<file path="config.mk">
export PLATFORM = sky130hd
export DESIGN_NAME = vm_coin_acceptor
export DESIGN_NICKNAME = d
export VERILOG_FILES = /design/src/rtl/vm_coin_acceptor.sv
export SDC_FILE = /design/constraint.sdc
export NUM_CORES = 1
export LEC_CHECK = 0
export BUFFER_PORTS_ARGS = -buffer_cell sky130_fd_sc_hd__buf_2
export CAP_MARGIN = 20
export CORE_MARGIN = 5
export CORE_UTILIZATION = 40
export CTS_CLUSTER_SIZE = 25
export DETAILED_ROUTE_END_ITERATION = 8
export PLACE_DENSITY = 0.66
export SYNTH_ARGS = -nofsm -noshare
export SYNTH_HDL_FRONTEND = slang
export SYNTH_SLANG_ARGS = --single-unit
</file>
<file path="constraint.sdc">
create_clock -name clk -period 3.38 [get_ports clk]
set_input_delay 0.676 -clock clk [delete_from_list [all_inputs] [get_ports clk]]
set_output_delay 0.676 -clock clk [all_outputs]
set_load 0.03 [all_outputs]
</file>
<file path="src/rtl/vm_coin_acceptor.sv">
// Coin front end: syncs and debounces three coin sensors, queues coins for vm2002.
// Ports: clk, hrst (async), srst (sync), sense_*, accept_en, vm_ready -> coins, reject, fifo_level, counters.
module vm_coin_acceptor #(
  parameter int DEBOUNCE   = 4,
  parameter int FIFO_DEPTH = 4,
  parameter int CNT_W      = 8
) (
  input  logic                          clk,
  input  logic                          hrst,
  input  logic                          srst,
  input  logic                          sense_nickel,
  input  logic                          sense_dime,
  input  logic                          sense_quarter,
  input  logic                          accept_en,
  input  logic                          vm_ready,
  output logic [1:0]                    coins,
  output logic                          reject,
  output logic [$clog2(FIFO_DEPTH):0]   fifo_level,
  output logic [CNT_W-1:0]              accepted_cnt,
  output logic [CNT_W-1:0]              rejected_cnt
);

  localparam int AW = $clog2(FIFO_DEPTH);
  localparam int LW = AW + 1;
  localparam logic [7:0] DB_LAST = 8'(DEBOUNCE - 1);
  localparam logic [LW-1:0] FULL = LW'(FIFO_DEPTH);

  logic [2:0] raw;
  logic [2:0] sync1;
  logic [2:0] sync2;
  logic [2:0] deb;
  logic [2:0] deb_d;
  logic [7:0] cnt [3];

  assign raw = {sense_quarter, sense_dime, sense_nickel};

  always_ff @(posedge clk or posedge hrst) begin
    if (hrst) begin
      sync1 <= '0;
      sync2 <= '0;
      deb   <= '0;
      deb_d <= '0;
      for (int i = 0; i < 3; i++) cnt[i] <= '0;
    end else if (srst) begin
      sync1 <= '0;
      sync2 <= '0;
      deb   <= '0;
      deb_d <= '0;
      for (int i = 0; i < 3; i++) cnt[i] <= '0;
    end else begin
      sync1 <= raw;
      sync2 <= sync1;
      deb_d <= deb;
      for (int i = 0; i < 3; i++) begin
        if (sync2[i] == deb[i]) begin
          cnt[i] <= '0;
        end else if (cnt[i] == DB_LAST) begin
          deb[i] <= sync2[i];
          cnt[i] <= '0;
        end else begin
          cnt[i] <= cnt[i] + 8'd1;
        end
      end
    end
  end

  logic [2:0]    ev;
  logic          any_ev;
  logic          multi;
  logic [1:0]    code;
  logic          full;
  logic          pop;
  logic          rej;
  logic          push;
  logic [AW-1:0] wptr;
  logic [AW-1:0] rptr;
  logic [1:0]    mem [FIFO_DEPTH];

  assign ev     = deb & ~deb_d;
  assign any_ev = |ev;
  assign multi  = (ev[0] & ev[1]) | (ev[0] & ev[2]) | (ev[1] & ev[2]);
  // Single-hot event maps directly: nickel 01, dime 10, quarter 11.
  assign code   = {ev[2] | ev[1], ev[2] | ev[0]};
  assign full   = (fifo_level == FULL);
  assign pop    = (fifo_level != '0) && vm_ready;
  // A pop in the same cycle frees a slot, so a full FIFO can still accept.
  assign rej    = any_ev & (multi | ~accept_en | (full & ~pop));
  assign push   = any_ev & ~rej;

  always_ff @(posedge clk) begin
    if (push) mem[wptr] <= code;
  end

  always_ff @(posedge clk or posedge hrst) begin
    if (hrst) begin
      wptr       <= '0;
      rptr       <= '0;
      fifo_level <= '0;
      coins      <= 2'b00;
      reject     <= 1'b0;
    end else if (srst) begin
      wptr       <= '0;
      rptr       <= '0;
      fifo_level <= '0;
      coins      <= 2'b00;
      reject     <= 1'b0;
    end else begin
      reject <= rej;
      coins  <= pop ? mem[rptr] : 2'b00;
      if (push) wptr <= wptr + AW'(1);
      if (pop)  rptr <= rptr + AW'(1);
      case ({push, pop})
        2'b10:   fifo_level <= fifo_level + LW'(1);
        2'b01:   fifo_level <= fifo_level - LW'(1);
        default: fifo_level <= fifo_level;
      endcase
    end
  end

  // Statistics survive a soft reset; only hrst clears them.
  always_ff @(posedge clk or posedge hrst) begin
    if (hrst) begin
      accepted_cnt <= '0;
      rejected_cnt <= '0;
    end else if (!srst) begin
      if (push && accepted_cnt != '1)
        accepted_cnt <= accepted_cnt + CNT_W'(1);
      if (rej && rejected_cnt != '1)
        rejected_cnt <= rejected_cnt + CNT_W'(1);
    end
  end

endmodule

</file>
**After elaboration in Yosys (flattened, before gate mapping)**

Memory sizes are Yosys's and may differ from the RTL's.
Index checks and enable logic that the tools add are counted.

- Add/subtract/negate cells: 9
- Multipliers: 0
- Divide/modulo/power cells: 0
- Magnitude comparators: 0
- Equality and inequality tests: 14
- Shifts and indexed selects: 0
- Mux-type cells: 28
- Bitwise gates (word level): 18
- Reduce and logical (&&, ||, !) cells: 16

Operator list:

| cell | count |
|---|---|
| two-way mux 8 bit | 6 |
| adder 8 x 1 -> 8 bit, second input constant | 5 |
| == test 8 x 2 -> 1 bit, second input constant | 3 |
| two-way mux 24 bit | 1 |
| inequality test 8 bit, second input constant | 2 |
| two-way mux 3 bit | 5 |
| two-way mux 2 bit | 6 |
| AND reduction 2 bit | 5 |
| nonzero test 2 bit | 5 |
| two-way mux 1 bit | 9 |
| bitwise AND 1 bit | 6 |
| inequality test 2 bit, second input constant | 3 |
| OR 1 bit | 6 |
| one-hot mux 3 bit (2 select lines) | 1 |
| nonzero test 3 bit | 2 |
| adder 2 x 1 -> 2 bit, second input constant | 2 |
| inverter 1 bit | 4 |
| adder 3 x 1 -> 3 bit, second input constant | 1 |
| bitwise AND 3 bit | 1 |
| == test 1 bit | 3 |
| == test 3 bit, second input constant | 1 |
| logical AND 1 bit | 3 |
| inverter 3 bit | 1 |
| OR reduction 3 bit | 1 |
| other kinds (3) | 3 |

- Register bits after elaboration: 62
- Latch bits: 0
- Memory bits (writable): 8
- ROM bits: 0
- Output and inout port bits: 22
- Word-level logic and storage cells: 102
- Memories kept: 1

Memories:

| memory | depth | width | read ports | clocked after memory_dff | write ports | line | source |
|---|---|---|---|---|---|---|---|
| mem | 4 | 2 | 1 | 0 | 1 | 77 | `logic [1:0] mem [FIFO_DEPTH];` |

**Longest topological paths before layout**

- Word-level depth: 13
- Depth in mapped cells: 9

**Least setup slack after synthesis**

No wires, ideal clock.

- Path type: input-to-reg
- Start point: input vm_ready
- End point: register fifo_level[2]
- Library setup time: 0.128 ns
- Data arrival time: 2.550 ns
- Data required time: 3.252 ns
- Setup slack: 0.702 ns
- Stages on the path: 9
- Path buffers: 1
- Cell sequence: or4b_1 -> o211ai_2 -> or3b_1 -> buf_6 -> nand2_1 -> fa_1 -> and2_1 -> mux2i_1 -> mux2_1

- Cells in the longest elaborated chain, start to end: 10
- Elaborated cells between the ends (all ways): 12

Ends and longest elaborated chain:

| element | line | source |
|---|---|---|
| start: declaration | 15 | `input logic vm_ready,` |
| logical AND 1 bit (*) | 85 | `assign pop = (fifo_level != '0) && vm_ready;` |
| inverter 1 bit | 87 | `assign rej = any_ev & (multi \| ~accept_en \| (full & ~pop));` |
| bitwise AND 1 bit | 87 |  |
| OR 1 bit | 87 |  |
| bitwise AND 1 bit | 87 |  |
| inverter 1 bit | 88 | `assign push = any_ev & ~rej;` |
| bitwise AND 1 bit | 88 |  |
| == test 2 x 1 -> 1 bit or == test 2 bit (tied branches) | 112 | `case ({push, pop})` |
| one-hot mux 3 bit (2 select lines) | 112 |  |
| two-way mux 3 bit | 101 | `end else if (srst) begin` |
| end signal: assignment | 113 | `2'b10: fifo_level <= fifo_level + LW'(1);` |
| end signal: assignment | 114 | `2'b01: fifo_level <= fifo_level - LW'(1);` |
| end signal: assignment | 115 | `default: fifo_level <= fifo_level;` |
| end: declaration | 18 | `output logic [$clog2(FIFO_DEPTH):0] fifo_level,` |

Mark *: on every way between the ends. The rest lies on a longest branch, timed or not.
A chain may end at the register's enable or synchronous reset.

**Worst setup path in the final report**

- Start point: register fifo_level[0]
- End point: register fifo_level[2]

- Cells in the longest elaborated chain, start to end: 11
- Elaborated cells between the ends (all ways): 16

Ends and longest elaborated chain:

| element | line |
|---|---|
| nonzero test 3 bit | 85 |
| logical AND 1 bit | 85 |
| inverter 1 bit | 87 |
| bitwise AND 1 bit | 87 |
| OR 1 bit | 87 |
| bitwise AND 1 bit | 87 |
| inverter 1 bit | 88 |
| bitwise AND 1 bit | 88 |
| == test 2 x 1 -> 1 bit or == test 2 bit (tied branches) | 112 |
| one-hot mux 3 bit (2 select lines) | 112 |
| two-way mux 3 bit | 101 |

Several ways; a longest one is shown, not always the timed one.

==> impl_metrics.json <==
{
  "p_total_w": 0.00172,
  "cts_buffers": 9,
  "cts_tree": "yes",
  "max_slew_margin_pct": 48.9,
  "die_y_um": 100,
  "final_cell_area_mm2": 0.00371,
  "cts.sinks": 70,
  "drv_cap": 0,
  "grt_pass1_vias": 2148,
  "r2r_start": "fifo_level[0]",
  "instances_no_fill": 435,
  "final_util_pct": 47.5,
  "layout-drive-gt1-share_pct": 17.7,
  "cts_hold_buf": 0,
  "clockBufferDepth": 2,
  "avgSynthCellArea_um2": 11.1,
  "post_cts_buffers": 0,
  "skew_ns": 0.00757,
  "crit_arrival_ns": 2.69,
  "area_growth_pct": 14.4,
  "setup_violations": 0,
  "cts-root-buf": "clkbuf_8",
  "cts_resized": 0,
  "synthesis.nets": 309,
  "drc": 0,
  "crit_fanout": 6,
  "whs_path_depth": 1,
  "whs_endpoint": "sync2[2]",
  "synthCells": 291,
  "cp-end-kind": "flop",
  "dpl_cell_area_mm2": 0.00351,
  "core_region_area_mm2": 0.00781,
  "clkTransAtPathRegs_ns": 0.07,
  "ys.flop_type": "dfrtp_1",
  "nNetsFinal": 346,
  "fp-row-count": 32,
  "synth_seq_area_share_pct": 55.2,
  "r2r_setup_slack_ns": 0.91,
  "worstMarginPinSlew_ns": 0.766,
  "gp_congestion": 0.783,
  "ant_nets": 0,
  "yosysUniqueCellTypes": 38,
  "antenna_found_initial": 0,
  "hp-class": "flop to flop",
  "fin_crit_ns": 2.47,
  "globalRouteOverflowTotal": 0,
  "start_util_pct": 41.5,
  "finalSetupTns_ns": 0,
  "grt_pass1_wl_um": 10100,
  "grt_setup_unrepaired": "false",
  "hold_viol_final": 0,
  "vias": 2171,
  "antennaDiodeCount": 0,
  "wl_per_cell_um": 13.1,
  "fmax_mhz": 405,
  "reg2reg_depth": 8,
  "status": "finished clean",
  "grt_usage_pct": 12.7,
  "async_reset_ff_share_pct": 88.6,
  "post-dp-hpwl_um": 4000,
  "viasPerCell": 4.99,
  "holdCritStartpoint": "sync1[2]",
  "clkLatencyLatePin_ns": 0.33,
  "synth-edff-count": 8,
  "period_share_pct": 73.1,
  "cp-start-kind": "flop",
  "ys_seq_elements": 70,
  "cts.htree.levels": 3,
  "grt_max_degree": 63,
  "syn_area_mm2": 0.00324,
  "dieArea_mm2": 0.0100,
  "crit_type": "flop to flop",
  "required_ns": 3.60,
  "port_buffers": 29,
  "yosysWarnings": 0,
  "io_pins": 30,
  "leakagePower_nw": 1.74,
  "ir_drop_uv": 220,
  "drtIter0Drc": 46,
  "dp.cells": 419,
  "wirelength_um": 5700,
  "die_width_um": 100,
  "drv_slew": 0,
  "power_density_mw_per_mm2": 462,
  "r2r_end": "fifo_level[2]",
  "first_pass_iters": 4
}
==> cells by family (layout without fill, tap and decap cells) <==
family | Yosys count | in the layout | synth area share (%)
buffers and inverters | 13 | 55 | 1.74
AOI/OAI and AO/OA | 16 | 16 | 3.47
muxes | 8 | 8 | 3.43
adders and majority gates | 10 | 10 | 4.09
DFF | 70 | 70 | 55.2
and+or+nand+nor | 138 | 138 | 22.3
xor gates and xnor gates | 36 | 36 | 9.72
==> cell usage after synthesis (all sizes together) (2+ instances only) <==
master | instances | area [um^2]
dfrtp | 62 | 1550
nor2 | 40 | 150
nand3 | 25 | 125
xor2 | 25 | 219
nand2 | 22 | 82.6
and3 | 11 | 68.8
nor2b | 11 | 68.8
xnor2 | 11 | 96.3
ha | 9 | 113
a21oi | 8 | 40.0
edfxtp | 8 | 240
inv | 7 | 26.3
and2 | 5 | 31.3
mux2 | 5 | 56.3
nor3 | 5 | 30.0
clkbuf | 4 | 15.0
and4 | 3 | 26.3
nand2b | 3 | 18.8
nor3b | 3 | 22.5
nor4 | 3 | 37.5
nor4b | 3 | 26.3
a41oi | 2 | 17.5
buf | 2 | 15.0
mux4 | 2 | 45.0
o211ai | 2 | 25.0
==> worst max path at each step <==
stage / startpoint / endpoint / slack (ns) / cells after the start
after floorplan: vm_ready / fifo_level[2] / 0.70 / 9
after global placement: vm_ready / fifo_level[2] / 0.64 / 9
after detailed placement: vm_ready / fifo_level[2] / 0.60 / 9
after CTS: fifo_level[0] / fifo_level[2] / 0.89 / 8
after global routing: fifo_level[0] / fifo_level[2] / 0.79 / 8
final: fifo_level[0] / fifo_level[2] / 0.91 / 8
==> per-layer routing <==
| layer | track usage [%] | vias up | wire length (um) |
|---|---|---|---|
| li1 | - | 1068 | - |
| met2 | 19.4 | 35 | 2630 |
| met1 | 16.9 | 1060 | 2800 |
| met5 | 0 | - | 0 |
| met3 | 4.17 | 8 | 219 |
| met4 | 4.66 | 0 | 54 |
==> report_power, final <==
group	internal [W]	leakage [nW]	total, W	switching, W
Clock	0.000378	0.106	0.000673	0.000295
Sequential	0.000870	0.932	0.000896	0.0000259
Combinational	0.0000551	0.700	0.000146	0.0000905
Total	0.00130	1.74	0.00171	0.000412
==> worst max-delay path, stage by stage (launching register included) <==
cell and delay, ns:
dfrtp_1 0.42, or4b_1 0.55, o211ai_2 0.12, or3b_1 0.17, nand2_1 0.07, fa_1 0.38, and2_1 0.15, mux2i_1 0.16
mux2_1 0.33
==> through the flow <==
step / hold WS, ns / setup WS, ns
final: 0.475 / 0.909
after global routing: 0.491 / 0.791
after CTS: 0.480 / 0.885
after detailed placement: 0.464 / 0.598
after global placement: 0.445 / 0.644
after floorplan: 0.439 / 0.702
==> sequential cells by signal (all words and copies together) (netlist names) <==
signal	count
sync1	3
deb	3
fifo_level	3
deb_d	3
sync2	3
coins	2
mem	8
accepted_cnt	8
reject	1
rptr	2
wptr	2
cnt	24
rejected_cnt	8
==> cells in the final DEF (no fill, tap or decap), types with 4 or more instances in the layout <==
cell type	n
and2_1	5
nor3_1	4
nand2_1	22
xnor2_1	11
xor2_1	25
and3_1	11
nor2b_1	11
clkbuf_8	11
buf_2	29
inv_1	6
dfrtp_1	62
edfxtp_1	8
ha_1	9
nor2_1	40
a21oi_1	8
nand3_1	25
==> final cells by class <==
cell class,instances,area (um^2)
Tap cell,102,128
Timing Repair Buffer,32,168
Inverter,7,26.3
Multi-Input combinational cell,208,1400
Sequential cell,70,1790
Fill cell,721,4100
Clock buffer,12,155
Clock inverter,4,45.0
Power figures use the tool's default switching activity.
